===== config.mk =====
export PLATFORM = sky130hd
export DESIGN_NAME = div_req_sequencer
export DESIGN_NICKNAME = d
export VERILOG_FILES = /design/src/rtl/div_pkg.sv /design/src/rtl/div_req_fifo.sv /design/src/rtl/div_req_sequencer.sv
export SDC_FILE = /design/constraint.sdc
export NUM_CORES = 1
export LEC_CHECK = 0
export ABC_AREA = 0
export CAP_MARGIN = 20
export CELL_PAD_IN_SITES_DETAIL_PLACEMENT = 1
export CELL_PAD_IN_SITES_GLOBAL_PLACEMENT = 1
export CORE_ASPECT_RATIO = 0.6
export CORE_UTILIZATION = 43
export CTS_CLUSTER_DIAMETER = 120
export CTS_CLUSTER_SIZE = 16
export DETAILED_ROUTE_END_ITERATION = 6
export PLACE_DENSITY = 0.76
export SLEW_MARGIN = 40
export SYNTH_ARGS = -nofsm -noshare
export SYNTH_HDL_FRONTEND = slang
export SYNTH_SLANG_ARGS = --single-unit

===== constraint.sdc =====
create_clock -name clk -period 3.7 [get_ports clk]
set_input_delay 0.74 -clock clk [delete_from_list [all_inputs] [get_ports clk]]
set_output_delay 0.74 -clock clk [all_outputs]
set_load 0.03 [all_outputs]

===== src/rtl/div_pkg.sv =====
// Shared types and constants for the divide-request sequencer and its request FIFO.
package div_pkg;

    localparam int DIV_W = 32;

    localparam logic [DIV_W-1:0] ALL_ONES   = '1;
    localparam logic [DIV_W-1:0] SIGNED_MIN = {1'b1, {(DIV_W-1){1'b0}}};

    typedef enum logic [2:0] {
        ST_IDLE   = 3'd0,
        ST_START  = 3'd1,
        ST_WAIT   = 3'd2,
        ST_BYPASS = 3'd3,
        ST_RESP   = 3'd4
    } seq_state_t;

    typedef struct packed {
        logic             sign;
        logic [DIV_W-1:0] dividend;
        logic [DIV_W-1:0] divisor;
    } div_req_t;

    function automatic logic is_dbz(input div_req_t r);
        return (r.divisor == '0);
    endfunction

    // Signed minimum divided by -1 has no representable quotient.
    function automatic logic is_ovf(input div_req_t r);
        return r.sign && (r.dividend == SIGNED_MIN) && (r.divisor == ALL_ONES);
    endfunction

endpackage


===== src/rtl/div_req_fifo.sv =====
// Synchronous request FIFO; a push into a full FIFO is accepted when a pop happens in the same cycle.
module div_req_fifo #(
    parameter int WIDTH = 8,
    parameter int DEPTH = 4
) (
    input  logic             clk,
    input  logic             rst_n,
    input  logic             push,
    input  logic [WIDTH-1:0] wdata,
    input  logic             pop,
    output logic [WIDTH-1:0] rdata,
    output logic             full,
    output logic             empty
);

    localparam int PTR_W = $clog2(DEPTH);

    logic [PTR_W-1:0] wr_ptr_q, wr_ptr_d;
    logic [PTR_W-1:0] rd_ptr_q, rd_ptr_d;
    logic [PTR_W:0]   count_q, count_d;
    logic [WIDTH-1:0] mem_q [DEPTH];
    logic [WIDTH-1:0] mem_d [DEPTH];
    logic             do_push, do_pop;

    assign full    = (count_q == (PTR_W+1)'(DEPTH));
    assign empty   = (count_q == '0);
    assign rdata   = mem_q[rd_ptr_q];
    assign do_pop  = pop && !empty;
    assign do_push = push && (!full || do_pop);

    always_comb begin
        wr_ptr_d = wr_ptr_q;
        rd_ptr_d = rd_ptr_q;
        count_d  = count_q;
        mem_d    = mem_q;
        if (do_push) begin
            mem_d[wr_ptr_q] = wdata;
            wr_ptr_d        = wr_ptr_q + 1'b1;
        end
        if (do_pop) begin
            rd_ptr_d = rd_ptr_q + 1'b1;
        end
        case ({do_push, do_pop})
            2'b10:   count_d = count_q + 1'b1;
            2'b01:   count_d = count_q - 1'b1;
            default: count_d = count_q;
        endcase
    end

    always_ff @(posedge clk) begin
        if (!rst_n) begin
            wr_ptr_q <= '0;
            rd_ptr_q <= '0;
            count_q  <= '0;
        end else begin
            wr_ptr_q <= wr_ptr_d;
            rd_ptr_q <= rd_ptr_d;
            count_q  <= count_d;
        end
    end

    // Storage needs no reset: entries are only read while count says they are valid.
    always_ff @(posedge clk) begin
        mem_q <= mem_d;
    end

endmodule


===== src/rtl/div_req_sequencer.sv =====
// Request FIFO + start-pulse sequencer in front of the iterative divider.
// Optional WAIT watchdog is compiled in with DIV_SEQ_TIMEOUT_EN.
//
// state     | meaning
// ST_IDLE   | pop next request into the operand register, decode special cases
// ST_START  | one-cycle div_start pulse
// ST_WAIT   | divider running, operands held, wait for div_ready (or watchdog)
// ST_BYPASS | load divide-by-zero / signed-overflow result without the divider
// ST_RESP   | rsp_valid held until rsp_ready
module div_req_sequencer
    import div_pkg::*;
#(
    parameter int DIV_WIDTH      = 32,
    parameter int FIFO_DEPTH     = 4,
    parameter int TIMEOUT_CYCLES = 1024
) (
    input  logic                 clk,
    input  logic                 rst_n,
    input  logic                 req_valid,
    output logic                 req_ready,
    input  logic                 req_sign,
    input  logic [DIV_WIDTH-1:0] req_dividend,
    input  logic [DIV_WIDTH-1:0] req_divisor,
    output logic                 div_start,
    output logic                 div_sign,
    output logic [DIV_WIDTH-1:0] div_in1,
    output logic [DIV_WIDTH-1:0] div_in2,
    input  logic [DIV_WIDTH-1:0] div_q,
    input  logic [DIV_WIDTH-1:0] div_r,
    input  logic                 div_ready,
    output logic                 rsp_valid,
    input  logic                 rsp_ready,
    output logic [DIV_WIDTH-1:0] rsp_q,
    output logic [DIV_WIDTH-1:0] rsp_r,
    output logic                 rsp_dbz,
    output logic                 rsp_ovf,
    output logic                 rsp_tmo
);

    if (DIV_WIDTH != DIV_W || FIFO_DEPTH < 2 || (FIFO_DEPTH & (FIFO_DEPTH - 1)) != 0
        || TIMEOUT_CYCLES < 1) begin : g_bad_params
        $error("div_req_sequencer: unsupported parameter set");
    end

    div_req_t             fifo_wdata, fifo_rdata;
    logic                 fifo_full, fifo_empty, fifo_push, fifo_pop;
    seq_state_t           state_q, state_d;
    div_req_t             op_q, op_d;
    logic                 div_start_q, div_start_d;
    logic                 rsp_valid_q, rsp_valid_d;
    logic [DIV_WIDTH-1:0] rsp_quo_q, rsp_quo_d;
    logic [DIV_WIDTH-1:0] rsp_rem_q, rsp_rem_d;
    logic                 rsp_dbz_q, rsp_dbz_d;
    logic                 rsp_ovf_q, rsp_ovf_d;
`ifdef DIV_SEQ_TIMEOUT_EN
    localparam int WD_W = $clog2(TIMEOUT_CYCLES + 1);
    logic [WD_W-1:0]      wd_cnt_q, wd_cnt_d;
    logic                 rsp_tmo_q, rsp_tmo_d;
`endif

    assign req_ready  = rst_n && !fifo_full;
    assign fifo_push  = req_valid && req_ready;
    assign fifo_wdata = {req_sign, req_dividend, req_divisor};

    div_req_fifo #(
        .WIDTH ($bits(div_req_t)),
        .DEPTH (FIFO_DEPTH)
    ) u_fifo (
        .clk   (clk),
        .rst_n (rst_n),
        .push  (fifo_push),
        .wdata (fifo_wdata),
        .pop   (fifo_pop),
        .rdata (fifo_rdata),
        .full  (fifo_full),
        .empty (fifo_empty)
    );

    always_comb begin
        state_d     = state_q;
        op_d        = op_q;
        div_start_d = div_start_q;
        rsp_valid_d = rsp_valid_q;
        rsp_quo_d   = rsp_quo_q;
        rsp_rem_d   = rsp_rem_q;
        rsp_dbz_d   = rsp_dbz_q;
        rsp_ovf_d   = rsp_ovf_q;
        fifo_pop    = 1'b0;
`ifdef DIV_SEQ_TIMEOUT_EN
        wd_cnt_d    = wd_cnt_q;
        rsp_tmo_d   = rsp_tmo_q;
`endif
        case (state_q)
            ST_IDLE: begin
                if (!fifo_empty) begin
                    fifo_pop = 1'b1;
                    op_d     = fifo_rdata;
                    if (is_dbz(fifo_rdata) || is_ovf(fifo_rdata)) begin
                        state_d = ST_BYPASS;
                    end else begin
                        state_d     = ST_START;
                        div_start_d = 1'b1;
                    end
                end
            end
            ST_START: begin
                div_start_d = 1'b0;
                state_d     = ST_WAIT;
`ifdef DIV_SEQ_TIMEOUT_EN
                wd_cnt_d    = WD_W'(TIMEOUT_CYCLES - 1);
`endif
            end
            ST_WAIT: begin
                if (div_ready) begin
                    rsp_quo_d   = div_q;
                    rsp_rem_d   = div_r;
                    rsp_dbz_d   = 1'b0;
                    rsp_ovf_d   = 1'b0;
                    rsp_valid_d = 1'b1;
                    state_d     = ST_RESP;
`ifdef DIV_SEQ_TIMEOUT_EN
                    rsp_tmo_d   = 1'b0;
                end else if (wd_cnt_q == '0) begin
                    rsp_quo_d   = '0;
                    rsp_rem_d   = '0;
                    rsp_dbz_d   = 1'b0;
                    rsp_ovf_d   = 1'b0;
                    rsp_tmo_d   = 1'b1;
                    rsp_valid_d = 1'b1;
                    state_d     = ST_RESP;
                end else begin
                    wd_cnt_d    = wd_cnt_q - 1'b1;
`endif
                end
            end
            ST_BYPASS: begin
                rsp_valid_d = 1'b1;
                state_d     = ST_RESP;
`ifdef DIV_SEQ_TIMEOUT_EN
                rsp_tmo_d   = 1'b0;
`endif
                if (is_dbz(op_q)) begin
                    rsp_quo_d = ALL_ONES;
                    rsp_rem_d = op_q.dividend;
                    rsp_dbz_d = 1'b1;
                    rsp_ovf_d = 1'b0;
                end else begin
                    rsp_quo_d = SIGNED_MIN;
                    rsp_rem_d = '0;
                    rsp_dbz_d = 1'b0;
                    rsp_ovf_d = 1'b1;
                end
            end
            ST_RESP: begin
                if (rsp_ready) begin
                    rsp_valid_d = 1'b0;
                    state_d     = ST_IDLE;
                end
            end
            default: state_d = ST_IDLE;
        endcase
    end

    always_ff @(posedge clk) begin
        if (!rst_n) begin
            state_q     <= ST_IDLE;
            op_q        <= '0;
            div_start_q <= 1'b0;
            rsp_valid_q <= 1'b0;
            rsp_quo_q   <= '0;
            rsp_rem_q   <= '0;
            rsp_dbz_q   <= 1'b0;
            rsp_ovf_q   <= 1'b0;
`ifdef DIV_SEQ_TIMEOUT_EN
            wd_cnt_q    <= '0;
            rsp_tmo_q   <= 1'b0;
`endif
        end else begin
            state_q     <= state_d;
            op_q        <= op_d;
            div_start_q <= div_start_d;
            rsp_valid_q <= rsp_valid_d;
            rsp_quo_q   <= rsp_quo_d;
            rsp_rem_q   <= rsp_rem_d;
            rsp_dbz_q   <= rsp_dbz_d;
            rsp_ovf_q   <= rsp_ovf_d;
`ifdef DIV_SEQ_TIMEOUT_EN
            wd_cnt_q    <= wd_cnt_d;
            rsp_tmo_q   <= rsp_tmo_d;
`endif
        end
    end

    // The divider reads these combinationally, so they come straight from the operand register.
    assign div_start = div_start_q;
    assign div_sign  = op_q.sign;
    assign div_in1   = op_q.dividend;
    assign div_in2   = op_q.divisor;
    assign rsp_valid = rsp_valid_q;
    assign rsp_q     = rsp_quo_q;
    assign rsp_r     = rsp_rem_q;
    assign rsp_dbz   = rsp_dbz_q;
    assign rsp_ovf   = rsp_ovf_q;
`ifdef DIV_SEQ_TIMEOUT_EN
    assign rsp_tmo   = rsp_tmo_q;
`else
    assign rsp_tmo   = 1'b0;
`endif

endmodule


Word level (Yosys, flattened, before mapping)
Cells that the tools add are included.
Storage, ports and cells
  input port bits: 134
  register bits after elaboration: 403
  output and inout port bits: 135
  logic and storage cells: 95
Cells by class
  equal/unequal tests: 13
  magnitude comparators: 3
  $add $sub $neg: 4
  multiplexer cells: 31
  reduce and logical (&&, ||, !) cells: 24
  bitwise gates (word level): 3
Operators by type and width (number)
  260-bit bitwise mux: 1
  65-bit 2-to-1 mux: 3
  65-bit binary-select mux with 2-bit select: 1
  65-bit demux with 2-bit select: 1
  32-bit case mux with 2 select lines: 2
  32-bit 2-to-1 mux: 3
  32-bit == test, second input constant: 2
  32-bit logical NOT: 2
  31-bit 2-to-1 mux: 1
  3-bit case mux with 5 select lines: 1
  1-bit 2-to-1 mux: 9
  3-bit 2-to-1 mux: 3
  3-bit AND reduction: 3
  2-bit inequality test, second input constant: 4
  1-bit logical AND: 7
  3-bit by 2-bit == test with 1-bit output, second input constant: 2
  3-bit == test, second input constant: 2
  3-bit >= comparator, second input constant: 2
  3-bit logical NOT: 2
  2-bit inverter with 3-bit output: 2
  1-bit case mux with 2 select lines: 3
  3-bit case mux with 2 select lines: 1
  2-bit nonzero test: 3
  2-bit by 1-bit adder with 2-bit output, second input constant: 2
  13 further kinds: 16

Logic depth before layout (Yosys ltp)
  depth after elaboration: 11
  mapped depth: 10
  gate-level depth less buffers: 10

Cells and area by module
A second synthesis with hierarchy kept.
Second synthesis, totals
  cells, all modules: 1048
  area total of the unflattened synthesis: 15366.0 um^2
By module, submodules not included
  div_req_fifo: times used 1, sequential area each 7947.6 um^2, area an instance 9840.7 um^2, cells each 391
  div_req_sequencer: times used 1, sequential area each 2722.6 um^2, area an instance 5525.3 um^2, cells each 657

Least setup slack after synthesis
OpenSTA, ideal clock, no wires.
  path type: input port to flip-flop
  start: input port rst_n
  end: register u_fifo.mem_q[0] (netlist name), enable pin
  arrival: 3.132 ns
  required time: 3.270 ns
  stages on the path: 3
  buffers on the path: 0
  library setup time: 0.430 ns
  slack: 0.138 ns
  cell sequence: inv_1 > a31oi_1 > and3_1
Between the ends
  longest elaborated chain between the ends: 3
Ends and longest elaborated chain
  start: declaration: line div_req_sequencer.sv:18  | input logic rst_n,
  1-bit logical AND: line div_req_sequencer.sv:61  | assign req_ready = rst_n && !fifo_full;
  named net req_ready: line div_req_sequencer.sv:20  | output logic req_ready,
  1-bit logical AND: line div_req_sequencer.sv:62  | assign fifo_push = req_valid && req_ready;
  1-bit logical AND: line div_req_fifo.sv:29  | assign do_push = push && (!full || do_pop);
  end signal: assignment: line div_req_fifo.sv:64  | mem_q <= mem_d;
  end: declaration: line div_req_fifo.sv:21  | logic [WIDTH-1:0] mem_q [DEPTH];
The timed path passes the listed nets, and every way through them passes these cells.
A chain may end at the register's enable or synchronous reset.

Worst setup path after layout
  start: register u_fifo.rd_ptr_q[1]
  end: register div_start_q (netlist: div_start)
Between the ends
  longest elaborated chain between the ends: 10
  elaborated cells between the ends (all ways): 12
  those cells by class: eq/ne (3); mux (3); bitwise (1); reduce/logical (5)
Ends and longest elaborated chain
  start: declaration: line div_req_fifo.sv:19  | logic [PTR_W-1:0] rd_ptr_q, rd_ptr_d;
  start signal: assignment: line div_req_fifo.sv:57  | rd_ptr_q <= rd_ptr_d;
  2-bit inverter with 3-bit output (not written as such) *: line div_req_fifo.sv:27  | assign rdata = mem_q[rd_ptr_q];
  65-bit binary-select mux with 2-bit select *: line div_req_fifo.sv:27
  65-bit 2-to-1 mux (not written as such) * (2 in a row): line div_req_fifo.sv:27
  32-bit == test: line div_pkg.sv:29  | return r.sign && (r.dividend == SIGNED_MIN) && (r.divisor == ALL_ONES);
  1-bit logical AND (2 in a row): line div_pkg.sv:29
  1-bit logical OR *: line div_req_sequencer.sv:98  | if (is_dbz(fifo_rdata) || is_ovf(fifo_rdata)) begin
  2-bit inequality test (no source line) *
  3-bit AND reduction (no source line) *
  end signal: assignment: line div_req_sequencer.sv:181  | div_start_q <= div_start_d;
  end: declaration: line div_req_sequencer.sv:49  | logic div_start_q, div_start_d;
Every way passes the cells marked *; elsewhere a longest branch is shown, timed or not. The select of a mux whose other input is x is not followed.

==> run_results.csv <==
group,metric,value,unit
status,outcome,"finished, final reports clean",
logic_synthesis,syn_avg_cell_area,14.40,um^2
logic_synthesis,synth-compound-area-share,0.07933,
sta,finalHoldViolCount,0,
worst_setup_path,critPathRequiredTime,4.19,ns
logic_synthesis,syn_inst,1045,
worst_setup_path,setup.worst_path.start_class,"flip-flop",
worst_setup_path,slowest_stage,"dfxtp_4",
clock_tree,clockBufferDepth,3,
logic_synthesis,netlist_area,15050,um^2
clock_tree,root_buffer,"clkbuf_16",
placement,gp_congestion,0.7790,
route,viasPerCell,5.629,
worst_setup_path,cp-end-kind,"flip-flop",
logic_synthesis,synth-seq-area-share,0.7092,
floorplan,num_rows,52,
logic_synthesis,yosysUniqueCellTypes,44,
clock_tree,cts_tree,"done",
finish,num-fill-cells,3349,
route,drt_iter0_drc,840,
sta,finalCritPeriodShare,0.8425,
global_route,grt_usage,0.2415,
global_route,antenna_found_initial,5,
route,drt-total-wl,42.94,mm
floorplan,die_area,35770,um^2
route,ant_nets,0,
logic_synthesis,synth_flop_cell,"edfxtp_1",
logic_synthesis,synthXorXnorAreaFrac,0.002911,
pwr,p_leak,0.006122,uW
route,wl_per_cell,24.17,um
clock_tree,clk_pin_slew,0.07,ns
worst_setup_path,path_class,"flip-flop to flip-flop",
logic_synthesis,synth-simple-area-share,0.08108,
hold_path,min_path_cells,2,
sta,period_needed,3.117,ns
worst_setup_path,cpPeakStageDelay,0.62,ns
logic_synthesis,synth-async-reset-ratio,0,
flow_run,cap_violations,0,
floorplan,die_y,146.9,um
worst_setup_path,crit_fanout,40,
logic_synthesis,synth_top_family_by_area,"multiplexers",
clock_tree,cts_buffers,29,
worst_setup_path,critPathArrivalTime,3.61,ns
logic_synthesis,synthAdderAreaFrac,0.005489,
sta,relSlewSlack,0.4500,
worst_setup_path,crit_family,"simple AND/OR/NAND/NOR gates",
logic_synthesis,synthMuxAreaShare,0.09730,
floorplan,floorplan.io_pins,269,
clock_tree,htreeDepth,1,
global_route,first_global_vias,10533,
clock_tree,post_cts.resized_instances,0,
clock_tree,post-cts-setup-buffers,0,
floorplan,die_x,243.5,um
route,drc_errors,0,
logic_synthesis,yosysWarnings,0,
floorplan,initial_core_util,0.4413,
pwr,power_density,691.2,nW/um^2
clock_tree,ctsHoldBuffers,0,
worst_setup_path,critical_path_depth,7,
route,via_count,10003,
finish,drive_gt1_frac,0.09970,
sta,rsz0062_at_grt,"no",
hold_path,hp-class,"flip-flop to flip-flop",
finish,nets,1432,
sta,slew_violations,0,
finish,postLayoutCoreUtil,0.5607,
worst_setup_path,crit_chain,"buf_4 -> mux4_2 -> nor4b_1 -> nand4_1 -> and4b_1 -> a222oi_1 -> o22ai_1",
logic_synthesis,syn_nets,1185,
sta,max_freq,320.8,MHz
route,firstDrtPassIters,5,
pwr,ir_drop,0.0004238,V
global_route,grt_pass1_wl,65.69,mm
global_route,grt.overflow.total,0,
worst_setup_path,worst_r2r_path_depth,7,
logic_synthesis,synth_edf_count,260,
sta,finalClockSkew,0.01929,ns
finish,area_growth,27.04,%
sta,setup_viol,0,
floorplan,core-area,34090,um^2
sta,finalSetupTns,0,ns
clock_tree,clkLatencyLatePin,0.58,ns
logic_synthesis,ys_ff_latch,403,
worst_setup_path,path_buf_inv,1,
placement,hpwlAfterDp,29.05,mm
global_route,grt_max_degree,96,
placement,port_buffers,267,
sta,tightest_slew,0.8250,ns
clock_tree,cts.sinks,403,
## worst reg2reg max path, stage by stage, from the launching register on
cell and delay [ns]:
dfxtp_4 0.62, buf_4 0.60, mux4_2 0.47, nor4b_1 0.42
nand4_1 0.28, and4b_1 0.36, a222oi_1 0.11, o22ai_1 0.18
## placed cells by master (no fill, tap or decap), types with 8 or more instances in the layout
cell / n
clkdlybuf4s50_1: 266
edfxtp_1: 260
dfxtp_1: 141
nand2_1: 135
a21oi_1: 132
mux4_2: 65
nor2_1: 49
nor3_1: 38
a221oi_1: 33
o21ai_0: 32
clkbuf_16: 29
nor4_1: 22
clkbuf_1: 22
buf_4: 14
nand4_1: 11
inv_1: 9
buf_12: 8
## cell families (layout without fill, tap and decap cells)
logic type               after synthesis  after routing
XOR/XNOR                               5              5
buffers and inverters                 84            353
multiplexers                          65             65
AO/OA/AOI/OAI                        208            208
flip-flops                           403            403
other                                  1              5
AND/OR/NAND/NOR                      273            273
adder cells (fa/ha/maj)                6              6
## cells in the mapped netlist, types with 4 or more instances
cell	n	area share
edfxtp_1	260	0.52
dfxtp_1	143	0.19
nand2_1	135	0.034
a21oi_1	132	0.044
mux4_2	65	0.097
clkbuf_1	61	0.015
nor2_1	50	0.012
nor3_1	39	0.013
a221oi_1	33	0.019
o21ai_0	32	0.011
nor4_1	22	0.0091
nand4_1	11	0.0046
inv_1	10	0.0025
buf_6	5	0.0037
ha_1	5	0.0042
and3_1	4	0.0017
## area by class of cell
class | instances | area [um^2] | area share
clock buffers | 51 | 808.3 | 0.04229
flip-flops and latches | 403 | 10680 | 0.5586
diodes | 4 | 10.01 | 0.0005237
inverters | 12 | 46.29 | 0.002422
clock inverters | 2 | 25.02 | 0.001309
well taps | 459 | 574.3 | 0.03005
repair buffers | 288 | 2928 | 0.1532
multi-input cells | 558 | 4045 | 0.2116
## final timing paths
check	slack (ns)	endpoint	start
worst max-delay path	0.58	div_start	u_fifo.rd_ptr_q[1]
worst min-delay path	0.47	div_sign	div_sign
worst max register to register	0.58	div_start	u_fifo.rd_ptr_q[1]
worst min register to register	0.47	div_sign	div_sign
## through the flow
| stage | worst slack (ns) | power, uW | cell area, um^2 | hold slack, ns | std cells |
|---|---|---|---|---|---|
| floorplan | 0.1380 | 8424 | 15050 | 0.4718 | 1045 |
| global placement | 0.6415 | 10160 | 18270 | 0.4458 | 1720 |
| detailed placement | 0.5521 | 10310 | 18270 | 0.4604 | 1720 |
| CTS | 0.5688 | 13320 | 19100 | 0.4704 | 1773 |
| global route | 0.4725 | 13790 | 19110 | 0.4943 | 1775 |
| finish | 0.5829 | 13210 | 19110 | 0.4670 | 1777 |
## layer usage
metal,up-vias,global-route usage,wire length (um)
li1,4486,-,-
met1,5148,0.3396,19010
met2,304,0.3920,20550
met3,63,0.04220,2285
met4,2,0.06031,1085
met5,-,0.001337,11
## registers in the layout, indices dropped and copies added, names as in the netlist
signal           flops
rsp_r               32
state_q              3
rsp_dbz              1
u_fifo.rd_ptr_q      2
u_fifo.wr_ptr_q      2
u_fifo.mem_q       260
div_in1             32
rsp_valid            1
u_fifo.count_q       3
div_in2             32
div_start            1
rsp_q               32
div_sign             1
rsp_ovf              1
## report_power, final
| part | leakage (uW) | internal (uW) | switching (uW) |
|---|---|---|---|
| clock | 0.000395 | 1480 | 1530 |
| sequential | 0.00353 | 5390 | 506 |
| combinational | 0.00220 | 1700 | 2600 |
| total | 0.00612 | 8580 | 4640 |
Power figures use the tool's default switching activity.
